File: src/rtl/timer_core.sv
// rtl/timer_core.sv - cascaded BCD stopwatch/countdown core with adjust, pause, lap freeze and expiry
module timer_core #(
    parameter int NUM_FIELDS = 2,
    parameter int FIELD_MOD  = 60,
    parameter int SEL_W      = 1
) (
    input  logic                    clk,
    input  logic                    rst,
    input  logic                    tick_en,
    input  logic                    adj_tick,
    input  logic                    pause_req,
    input  logic                    lap_req,
    input  logic                    clr,
    input  logic                    adj,
    input  logic [SEL_W-1:0]        sel,
    input  logic                    down,
    output logic [8*NUM_FIELDS-1:0] digits,
    output logic                    running,
    output logic                    lap_active,
    output logic                    expired,
    output logic                    carry_out
);

    localparam int DW = 8 * NUM_FIELDS;
    localparam logic [3:0] MAX_TENS = 4'((FIELD_MOD - 1) / 10);
    localparam logic [3:0] MAX_ONES = 4'((FIELD_MOD - 1) % 10);
    localparam logic [7:0] MAX_BCD  = {MAX_TENS, MAX_ONES};

    typedef enum logic [1:0] {
        ST_PAUSED  = 2'd0,
        ST_RUN     = 2'd1,
        ST_EXPIRED = 2'd2
    } state_t;

    state_t          state_q, state_d;
    logic [DW-1:0]   cnt_q, cnt_d;
    logic [DW-1:0]   snap_q, snap_d;
    logic            lap_q, lap_d;
    logic            carry_q, carry_d;

    logic [DW-1:0]   up_val, dn_val, adj_val;
    logic            all_max, all_zero, dn_zero;
    logic            up_c, dn_b;

    // One BCD field step up, wrapping FIELD_MOD-1 back to zero
    function automatic logic [7:0] bcd_inc(input logic [7:0] v);
        if (v == MAX_BCD)
            return 8'h00;
        else if (v[3:0] == 4'd9)
            return {v[7:4] + 4'd1, 4'h0};
        else
            return v + 8'd1;
    endfunction

    // One BCD field step down, wrapping zero to FIELD_MOD-1
    function automatic logic [7:0] bcd_dec(input logic [7:0] v);
        if (v == 8'h00)
            return MAX_BCD;
        else if (v[3:0] == 4'd0)
            return {v[7:4] - 4'd1, 4'h9};
        else
            return v - 8'd1;
    endfunction

    // Whole-count terminal detection for up wrap and countdown floor
    always_comb begin
        all_max  = 1'b1;
        all_zero = 1'b1;
        for (int i = 0; i < NUM_FIELDS; i++) begin
            if (cnt_q[8*i +: 8] != MAX_BCD) all_max  = 1'b0;
            if (cnt_q[8*i +: 8] != 8'h00)   all_zero = 1'b0;
        end
    end

    // Candidate counts: cascaded increment, cascaded decrement, single-field adjust
    always_comb begin
        up_val  = cnt_q;
        dn_val  = cnt_q;
        adj_val = cnt_q;
        up_c    = 1'b1;
        dn_b    = 1'b1;
        for (int i = 0; i < NUM_FIELDS; i++) begin
            if (up_c) begin
                up_val[8*i +: 8] = bcd_inc(cnt_q[8*i +: 8]);
                up_c = (cnt_q[8*i +: 8] == MAX_BCD);
            end
            if (dn_b) begin
                dn_val[8*i +: 8] = bcd_dec(cnt_q[8*i +: 8]);
                dn_b = (cnt_q[8*i +: 8] == 8'h00);
            end
            if (int'(sel) == i)
                adj_val[8*i +: 8] = down ? bcd_dec(cnt_q[8*i +: 8]) : bcd_inc(cnt_q[8*i +: 8]);
        end
        dn_zero = (dn_val == '0);
    end

    // Next-state: clear, then adjust or count, then run/pause and lap toggles
    always_comb begin
        state_d = state_q;
        cnt_d   = cnt_q;
        snap_d  = snap_q;
        lap_d   = lap_q;
        carry_d = 1'b0;
        if (clr) begin
            cnt_d   = '0;
            state_d = ST_PAUSED;
            lap_d   = 1'b0;
        end else begin
            if (adj) begin
                if (adj_tick) cnt_d = adj_val;
            end else if (state_q == ST_RUN && tick_en) begin
                if (!down) begin
                    cnt_d   = up_val;
                    carry_d = all_max;
                end else if (all_zero) begin
                    state_d = ST_EXPIRED;
                end else begin
                    cnt_d = dn_val;
                    if (dn_zero) state_d = ST_EXPIRED;
                end
            end
            // A pause request decided on the pre-edge state overrides same-edge expiry
            if (pause_req) begin
                case (state_q)
                    ST_PAUSED: state_d = ST_RUN;
                    default:   state_d = ST_PAUSED;
                endcase
            end
            // Snapshot takes the pre-edge count, so a coincident tick is not shown
            if (lap_req) begin
                if (lap_q) begin
                    lap_d = 1'b0;
                end else begin
                    lap_d  = 1'b1;
                    snap_d = cnt_q;
                end
            end
        end
    end

    // State, count, snapshot and pulse registers
    always_ff @(posedge clk or negedge rst) begin
        if (!rst) begin
            state_q <= ST_PAUSED;
            cnt_q   <= '0;
            snap_q  <= '0;
            lap_q   <= 1'b0;
            carry_q <= 1'b0;
        end else begin
            state_q <= state_d;
            cnt_q   <= cnt_d;
            snap_q  <= snap_d;
            lap_q   <= lap_d;
            carry_q <= carry_d;
        end
    end

    assign digits     = lap_q ? snap_q : cnt_q;
    assign running    = (state_q == ST_RUN);
    assign expired    = (state_q == ST_EXPIRED);
    assign lap_active = lap_q;
    assign carry_out  = carry_q;

endmodule

File: config.mk
export PLATFORM = sky130hd
export DESIGN_NAME = timer_core
export DESIGN_NICKNAME = d
export VERILOG_FILES = /design/src/rtl/timer_core.sv
export SDC_FILE = /design/constraint.sdc
export NUM_CORES = 1
export LEC_CHECK = 0
export CORE_MARGIN = 5
export CORE_UTILIZATION = 63
export CTS_CLUSTER_SIZE = 24
export DETAILED_ROUTE_END_ITERATION = 10
export GPL_ROUTABILITY_DRIVEN = 0
export PLACE_DENSITY = 0.93
export SETUP_SLACK_MARGIN = 0.1
export SLEW_MARGIN = 15
export SYNTH_ARGS = -nofsm -noshare
export SYNTH_HDL_FRONTEND = slang
export SYNTH_SLANG_ARGS = --single-unit
File: constraint.sdc
create_clock -name clk -period 5.7 [get_ports clk]
set_clock_uncertainty 0.2 [all_clocks]
set_input_delay 1.14 -clock clk [delete_from_list [all_inputs] [get_ports clk]]
set_output_delay 1.14 -clock clk [all_outputs]
set_load 0.005 [all_outputs]
* Yosys cells after proc, flatten, opt, wreduce, memory -nomap -nowiden
Index checks and enable logic that the tools add are counted.
** Operators by class
- $add $sub $neg :: 8
- Bitwise operators :: 1
- Reduce and logical (&&, ||, !) cells :: 19
- Equality and inequality tests :: 13
- Muxes and demuxes :: 40
** Operators by type and width (number)
- 16-bit 2-to-1 mux :: 7
- 8-bit 2-to-1 mux :: 14
- 8-bit by 1-bit adder with 8-bit output (second input constant) :: 2
- 8-bit by 7-bit equality test with 1-bit output (second input constant) :: 2
- 16-bit zero test :: 1
- 8-bit zero test :: 2
- 8-bit by 7-bit != test with 1-bit output (second input constant) :: 2
- 8-bit nonzero test :: 2
- 8-bit by 1-bit subtractor with 8-bit output (second input constant) :: 2
- 2-bit 2-to-1 mux :: 7
- 1-bit 2-to-1 mux :: 12
- 3-bit != test (second input constant) :: 3
- 3-bit nonzero test :: 3
- 4-bit by 1-bit adder with 4-bit output (second input constant) :: 2
- 4-bit equality test (second input constant) :: 2
- 4-bit zero test :: 2
- 4-bit AND reduction :: 2
- 4-bit nonzero test :: 2
- 4-bit by 1-bit subtractor with 4-bit output (second input constant) :: 2
- 5-bit AND reduction :: 1
- 4-bit != test (second input constant) :: 1
- 3-bit by 2-bit != test with 1-bit output (second input constant) :: 1
- 2-bit by 1-bit equality test with 1-bit output (second input constant) :: 1
- 2-bit equality test (second input constant) :: 1
- other kinds (5) :: 5
** Word-level totals
- Word-level logic and storage cells :: 87
- Bits of input ports :: 10
- Register bits after elaboration :: 36
- Output and inout bits :: 20

* Depth between registers and ports, before layout
- Depth after elaboration :: 12
- Mapped depth :: 11
- Depth with buffers taken out :: 8

* Worst setup path before layout
Ideal clock, no wire load.
- Path kind :: register -> register
- Start :: reg cnt_q[8]
- End :: reg state_q[1]
- Arrival time :: 2.230 ns
- Period minus slack after synthesis :: 2.550 ns
- Cell stages (with the launch flop) :: 11
- Path buffers :: 2
- Library setup time :: 0.120 ns
- Required time :: 5.380 ns
- Setup slack :: 3.150 ns
- Cells stage by stage :: dfrtp_1 clkbuf_1 inv_1 ha_1 buf_2 or2_2 and4_1 o2111ai_1 o31a_1 a211oi_2 a31o_1
** On the way
- Word-level cells in the longest chain between the ends :: 8
- Elaborated cells between the ends (all ways) :: 17
- Classes of those cells :: add/sub (1); mux (10); reduce/logical (6)
** Ends and longest elaborated chain
- start: declaration :: line 36 : logic [DW-1:0] cnt_q, cnt_d;
- start signal: assignment :: line 151 : cnt_q <= cnt_d;
- parallel branches: the longest is 8 deep, another holds 8-bit by 1-bit subtractor with 8-bit output
- end signal: assignment :: line 150 : state_q <= state_d;
- end: declaration :: line 35 : state_t state_q, state_d;
Parallel ways; which one is timed is not known. The select of a mux whose other input is x is not followed.
A chain may end at the register's enable or synchronous reset.

* Final worst setup path
- Start :: reg lap_q (netlist: lap_active)
- End :: out digits[11]
** On the way
- Word-level cells in the longest chain between the ends :: 1
** Ends and longest elaborated chain
- start: declaration :: line 38 : logic lap_q, lap_d;
- start signal: assignment :: line 153 : lap_q <= lap_d;
- 16-bit 2-to-1 mux
- end: declaration :: line 17 : output logic [8*NUM_FIELDS-1:0] digits,
Every way passes these cells.

==> out/summary.txt <==
=====================================================================================================
DP Cell Count                                                                                     426
Setup bufs post-CTS                                                                                 0
Most common library cell in the layout ignoring fill and taps                            sky130_fd_sc_hd__nand2_1
Clock net sink count                                                                               36
Endpoint of the most critical register-to-register path                                  cnt_q[4]$_DFFE_PN0P_
Required time of the critical path                                                            4360 ps
Proportion of synthesized area in mux cells                                                    0.0905
Post-Layout Cell Count                                                                            434
Cell Rows                                                                                          25
Ratio of final minimum period to clock period                                                   0.603
Largest family of logic cells by synthesized area                                        simple AND/OR/NAND/NOR gates
Setup TNS                                                                                        0 ps
Clock latency reported for the late side of the worst-skew pair                                300 ps
Wire length reported by the detailed router                                                   7.48 mm
Final core occ                                                                                  0.726
TritonCTS clock tree                                                                            built
All-layer global routing usage                                                                  0.258
Max cap viols                                                                                       0
Die extent in y                                                                               79.8 µm
FMAX                                                                                          291 MHz
Total die area                                                                            0.00637 mm²
Top flip-flop cell by instance count after synthesis                                     sky130_fd_sc_hd__dfrtp_1
Critical Path End                                                                          digits[11]
Drt drc                                                                                             0
Number of cells traversed by the worst register-to-register path                                    8
Layout fillers                                                                                    332
CTS buffer count                                                                                    5
Placed cell area                                                                          0.00331 mm²
Remaining Overflow, GRT                                                                             0
Maximum fanout encountered on the critical timing path                                             29
EDFF count, synth                                                                                   0
Global-route wire length before repair                                                        13.1 mm
Synth unique cells                                                                                 76
Initial antenna violation count                                                                     0
H-tree levels                                                                                       2
Hold crit path type                                                                        reg -> reg
Post-synthesis compound-gate area fraction                                                      0.230
Ports                                                                                              30
PostCTS Resize Cnt                                                                                  0
Vias in the first global route                                                                   2666
Most frequent cells in the layout                                                        sky130_fd_sc_hd__nand2_1 (43), sky130_fd_sc_hd__dfrtp_1 (36), sky130_fd_sc_hd__nor2_1 (29), sky130_fd_sc_hd__clkdlybuf4s50_1 (29), sky130_fd_sc_hd__o21ai_0 (28)
Biggest area contributors in the synthesized netlist                                     sky130_fd_sc_hd__dfrtp_1 (29%), sky130_fd_sc_hd__mux2_2 (8.1%), sky130_fd_sc_hd__ha_1 (5.3%), sky130_fd_sc_hd__nand2_1 (5.3%), sky130_fd_sc_hd__o21ai_0 (4.6%)
Largest area contributor in the netlist                                                  sky130_fd_sc_hd__dfrtp_1
Std-Cell Core Area                                                                        0.00472 mm²
Total iterations of the first detailed-routing run                                                  5
Post-synthesis instance total                                                                     357
Arrival time worst endpoint                                                                   2100 ps
ANT cells                                                                                           0
Measured slew at the worst slew-check pin                                                      889 ps
Via Count                                                                                        2830
Avg Synthesized Cell Area                                                                    8.59 µm²
Maximum clock insertion buffer count                                                                2
Final net count                                                                                   389
Worst hold margin                                                                              309 ps
Buffer cell driving the clock tree root                                                  sky130_fd_sc_hd__clkbuf_8
Critical path class                                                                        reg -> out
Number of max-slew violations in the final report                                                   0
Status                                                                                   complete, no violations
Post-Synth XOR/XNOR Area                                                                       0.0257
Time the worst path needs with I/O delays and setup                                           3440 ps
IO buf count                                                                                       29
Number of nets in the synthesized netlist                                                         380
Via count normalized by instance count                                                           6.52
Setup violation total in the final timing report                                                    0
Die W                                                                                         79.8 µm
Source of the worst hold timing path                                                     snap_q[6]$_DFFE_PN0P_
Number of warnings reported in the yosys synthesis log                                              0
Leakage power of the design                                                                   1.40 nW
Crit end category                                                                        primary output
Area fraction of the dominant cell type after synthesis                                         0.294
Post-detailed-route count of antenna-violating nets                                                 0
Drt initial violations                                                                            396
Share of synthesized area occupied by flip-flops and latches                                    0.294
Multi-input combinational cell area                                                       0.00198 mm²
Post-synth design cell area                                                               0.00307 mm²
Power density over the cells                                                               297 mW/mm²
Startpoint types                                                                            flip-flop
Area of all placed cells without fillers                                                  0.00343 mm²
Unrepaired setup endpoints after global routing                                                 false
CTS clock-pin slew for the worst setup and hold paths                                           80 ps
Flip-flop and latch count after synthesis                                                          36
Number of failing hold endpoints at the final stage                                                 0
Post-synthesis share of cell area spent on full adders, half adders and majority gates         0.0530
Crit path launch                                                                         lap_active$_DFFE_PN0P_
Layout-stage area growth over the synthesis result                                              11.7%
Area taken by flip-flops and latches                                                          901 µm²
FFs w/ async S/R, synth                                                                          1.00
HPWL reported at the end of detailed placement                                                5.15 mm
Simple-gate share of the synthesized area                                                       0.243
Max VDD drop                                                                                   272 µV
Average wire per cell in the routed design                                                    17.2 µm
Remaining max-slew budget at the tightest pin                                                   0.405
Cts-stage hold buffer count                                                                         0
Origin of the critical flop-to-flop path                                                 cnt_q[8]$_DFFE_PN0P_
Largest net degree at the start of global routing                                                  37
Ratio of cells with drive above 1 in the final layout                                           0.153
Reg-to-reg setup timing slack                                                                 2740 ps
Effective utilization at floorplan                                                              0.650
=====================================================================================================
stage by stage:
step                      setup slack, ps  total power [W]
after floorplan                      3150         0.000656
after global placement               1930         0.000757
after detailed placement             1840         0.000774
after CTS                            2140          0.00101
after global routing                 2050          0.00108
final                                2260          0.00102
cell type report:
type | instances | share of cell area
inverters | 12 | 0.0131
clock inverters | 3 | 0.0135
flip-flops and latches | 36 | 0.263
well taps | 67 | 0.0245
repair buffers | 31 | 0.0891
clock buffers | 5 | 0.0201
multi-input cells | 280 | 0.577
how the worst min path moves through the flow:
stage	to	slack, ps	depth (start not counted)
2_1_floorplan	snap_q[10]$_DFFE_PN0P_	270	1
3_3_place_gp	snap_q[10]$_DFFE_PN0P_	280	1
3_5_place_dp	snap_q[7]$_DFFE_PN0P_	290	1
4_1_cts	snap_q[10]$_DFFE_PN0P_	310	1
5_1_grt	snap_q[6]$_DFFE_PN0P_	330	1
6_report	snap_q[6]$_DFFE_PN0P_	310	1
report_power, final:
part | leakage (nW) | switching (W) | internal, W | total, W
Sequential | 0.483 | 0.0000768 | 0.000293 | 0.000370
Combinational | 0.864 | 0.000215 | 0.000197 | 0.000413
Clock | 0.0548 | 0.000105 | 0.000132 | 0.000236
Total | 1.40 | 0.000397 | 0.000623 | 0.00102
worst max-delay path, stage by stage (launching register included):
cell                              delay (ps)
sky130_fd_sc_hd__dfrtp_1                 920
sky130_fd_sc_hd__mux2_2                  420
sky130_fd_sc_hd__clkdlybuf4s50_1         460
flip-flops by register name (all words and copies together), names as in the netlist:
register,count
lap_active,1
snap_q,16
cnt_q,16
carry_out,1
state_q,2
per-layer routing:
metal	global-route usage	wire [µm]	vias to the layer above
li1	-	-	1311
met1	0.358	3110	1323
met2	0.389	3370	173
met3	0.0519	770	23
met4	0.110	226	0
met5	0	0	-
cell families (layout without fill, tap and decap cells):
logic type | Yosys count | after routing
buffers and inverters | 41 | 51
muxes | 25 | 25
AOI/OAI and AO/OA | 102 | 102
xor gates and xnor gates | 9 | 9
DFF | 36 | 36
and+or+nand+nor | 131 | 131
adders and majority gates | 13 | 13
cells in the mapped netlist, drive strengths merged (3+ instances only):
library cell,number
a211oi,6
a21boi,3
a21oi,21
a22o,3
a31oi,8
a32oi,4
buf,13
clkbuf,16
dfrtp,36
ha,13
inv,12
mux2,22
mux2i,3
nand2,43
nand2b,4
nand3,6
nand3b,3
nand4b,3
nor2,29
nor2b,6
nor3,9
nor3b,10
o211ai,3
o21ai,30
o221ai,3
or3,3
xnor2,8
Note: power is estimated with default switching activity, not from simulation.
==> variant (config.mk and constraints unchanged) <==
Remove the register `carry_q`: a continuous assignment takes its place, so the output `carry_out` follows one clock earlier.
--- a/src/rtl/timer_core.sv
+++ b/src/rtl/timer_core.sv
@@ -147,3 +147,2 @@
             lap_q   <= 1'b0;
-            carry_q <= 1'b0;
         end else begin
@@ -153,5 +152,6 @@
             lap_q   <= lap_d;
-            carry_q <= carry_d;
         end
     end
+
+    assign carry_q = carry_d;
 
Formal check against the unedited RTL: not equivalent (a bounded check fails within 4 cycles, from zero or initial values and one cycle with rst low).
==> variant against the original RTL <==
Sequential share of layout area is 0.39 points lower. Final area shrank 1.3%. Clock power down 20%. Non-clock buffer count up 1. Total power is 27% higher. Register-to-register slack worse by 0.32 ns. Die area decreased by 0.94%. Setup slack got worse by 0.90 ns. Wire length is 10% higher. Sequential cell count is 1 lower. Synthesized area fell by 1.1%.
==> variant: results (changes against the original RTL) <==
| Parameter | Reported | vs unedited |
|:---|:---|:---|
| Post-synthesis xor/xnor area fraction | 0.0289 | +0.00316 |
| Final Instance Count excl. Fillers | 431 | -0.69% |
| Share of synthesized cell area in full adder, half adder and majority cells | 0.0536 | +0.000568 |
| Setup bufs post-CTS | 0 | unchanged |
| PostCTS Resize Cnt | 0 | unchanged |
| Highest cell delay on the worst timing path | 0.58 ns | -0.34 ns |
| Max FO, Critical Path | 35 | +21% |
| Average cell area after synthesis | 8.27 um2 | -3.8% |
| First-pass GRT wire length | 14,100 um | +7.6% |
| Deepest clock path buffer count | 2 | unchanged |
| Worst Hold Class | reg2reg |  |
| Gr usage total | 0.280 | +0.0224 |
| Clock buffer count from CTS | 5 | unchanged |
| Initial antenna violation count | 0 | unchanged |
| Number of port buffers | 29 | unchanged |
| Number of levels in the clock H-tree | 2 | unchanged |
| Pin count of the biggest net entering global routing | 36 | -2.7% |
| Routed wire per std cell | 19.1 um | +11% |
| Fraction of final layout cells sized beyond drive strength 1 | 0.125 | -0.0279 |
| Detailed Route Iter0 Violations | 505 | +28% |
| Vias per cell | 6.98 | +7.1% |
| Compound-cell area share of the yosys netlist | 0.230 | about the same |
| Result of the run | complete, no violations |  |
| Cell chosen for the clock root | clkbuf_8 |  |
| Worst path arrival time | 2.99 ns | +0.89 ns |
| Post-place instance area | 3290 um2 | -0.53% |
| Worst-Skew Late Latency | 0.30 ns | about the same |
| Post-synthesis sequential area ratio | 0.289 | -0.00510 |
| Slowest CP cell | clkdlybuf4s50_1 |  |
| Fraction of registers with async set/reset | 1.00 | unchanged |
| Clock edge transition at the registers on the reported setup and hold paths | 0.07 ns |  |
| Detailed Routing Iterations Pass 1 | 6 | +1 |
| Unique cell type count in the Yosys netlist | 70 | -7.9% |
| Top area cells in the synthesized netlist | dfrtp_1 (29%), mux2_2 (8.2%), ha_1 (5.4%) |  |
| Number of antenna diodes | 0 | unchanged |
| Via count of the first global-routing pass | 2,936 | +10% |
| Post-Place Cells | 424 | -0.47% |
| Post-DP HPWL | 5520 um | +7.3% |
| Share of synthesized area spent on multiplexers | 0.0948 | +0.00427 |
| Top flop regs | cnt_q: 16 flops, snap_q: 16 flops, state_q: 2 flops |  |
| Number of nets in the finished design | 400 | +2.8% |
| Largest voltage drop on the vdd net | 214 uV | -21% |
| Category of cells accounting for the largest share of critical-path delay | buffers and inverters |  |
| Mapped Nets | 390 | +2.6% |
| Leak pwr | 1.32 nW | -5.6% |
| Pin slew with the least headroom to its limit | 0.937 ns | +0.0478 ns |
| Synthesis warning total | 0 | unchanged |
| Top cells by instance count after synthesis | nand2_1 (41), dfrtp_1 (35), nor2_1 (26), o21ai_0 (26) |  |
## variant: cell types whose count changed in the layout (fill, tap and decap cells not counted), sizes merged, moves of 4 or more
| cell | delta |
|---|---|
| a31oi | -6 |
| a32oi | -4 |
| nand2b | +4 |
| nand3 | +4 |
| nor3b | -5 |
| o31ai | +4 |
## variant: metrics by stage
| step | total power [mW] | setup WS [ns] |
|---|---|---|
| after detailed placement | 1.07 | 1.42 |
| after CTS | 1.28 | 1.42 |
| final | 1.29 | 1.37 |
| after global routing | 1.38 | 1.26 |
| after floorplan | 0.876 | 2.37 |
| after global placement | 1.04 | 1.56 |
## variant: metal layers
layer	vias up	GRT usage	share of wire
li1	1345	-	-
met1	1421	0.374	0.41
met2	209	0.434	0.44
met3	34	0.0598	0.11
met4	0	0.127	0.036
met5	-	0	0
## variant: kinds of logic after synthesis
kind of cell / count (synthesis)
xor+xnor: 10
simple gates: 139
mux: 26
buf+inv: 43
flops: 35
fa+ha+maj: 13
compound gates: 101
## variant: final timing paths
kind	start	end	slack, ns	cells past startpoint
min in group asynchronous	rst	snap_q[1]	1.06	2
max reg2reg	cnt_q[8]	cnt_q[8]	2.42	8
max	down	carry_out	1.37	6
max in group asynchronous	rst	cnt_q[9]	3.91	2
min	snap_q[0]	snap_q[0]	0.31	1
min reg2reg	snap_q[0]	snap_q[0]	0.31	1
## variant: worst register-to-register path, cell delays in order, from the launching register on
cell and delay (ns):
dfrtp_1 0.55, inv_1 0.18, ha_1 0.43, or3b_1 0.49
nor2_1 0.16, a311oi_2 0.14, a21oi_2 0.61, a21oi_1 0.16
o22a_1 0.24
## variant: final cells by class
class | count | area, um2
multi-input cells | 289 | 1990
repair buffers | 32 | 313
clock inverters | 1 | 5.00
inverters | 14 | 52.6
well taps | 54 | 67.6
flip-flops and latches | 35 | 876
clock buffers | 6 | 82.6
fillers | 345 | 1310
## variant: power breakdown
part / total [mW] / internal [mW] / switching (mW)
clock network: 0.189 / 0.0949 / 0.0940
logic: 0.673 / 0.305 / 0.368
registers: 0.430 / 0.313 / 0.117
total: 1.29 / 0.713 / 0.579
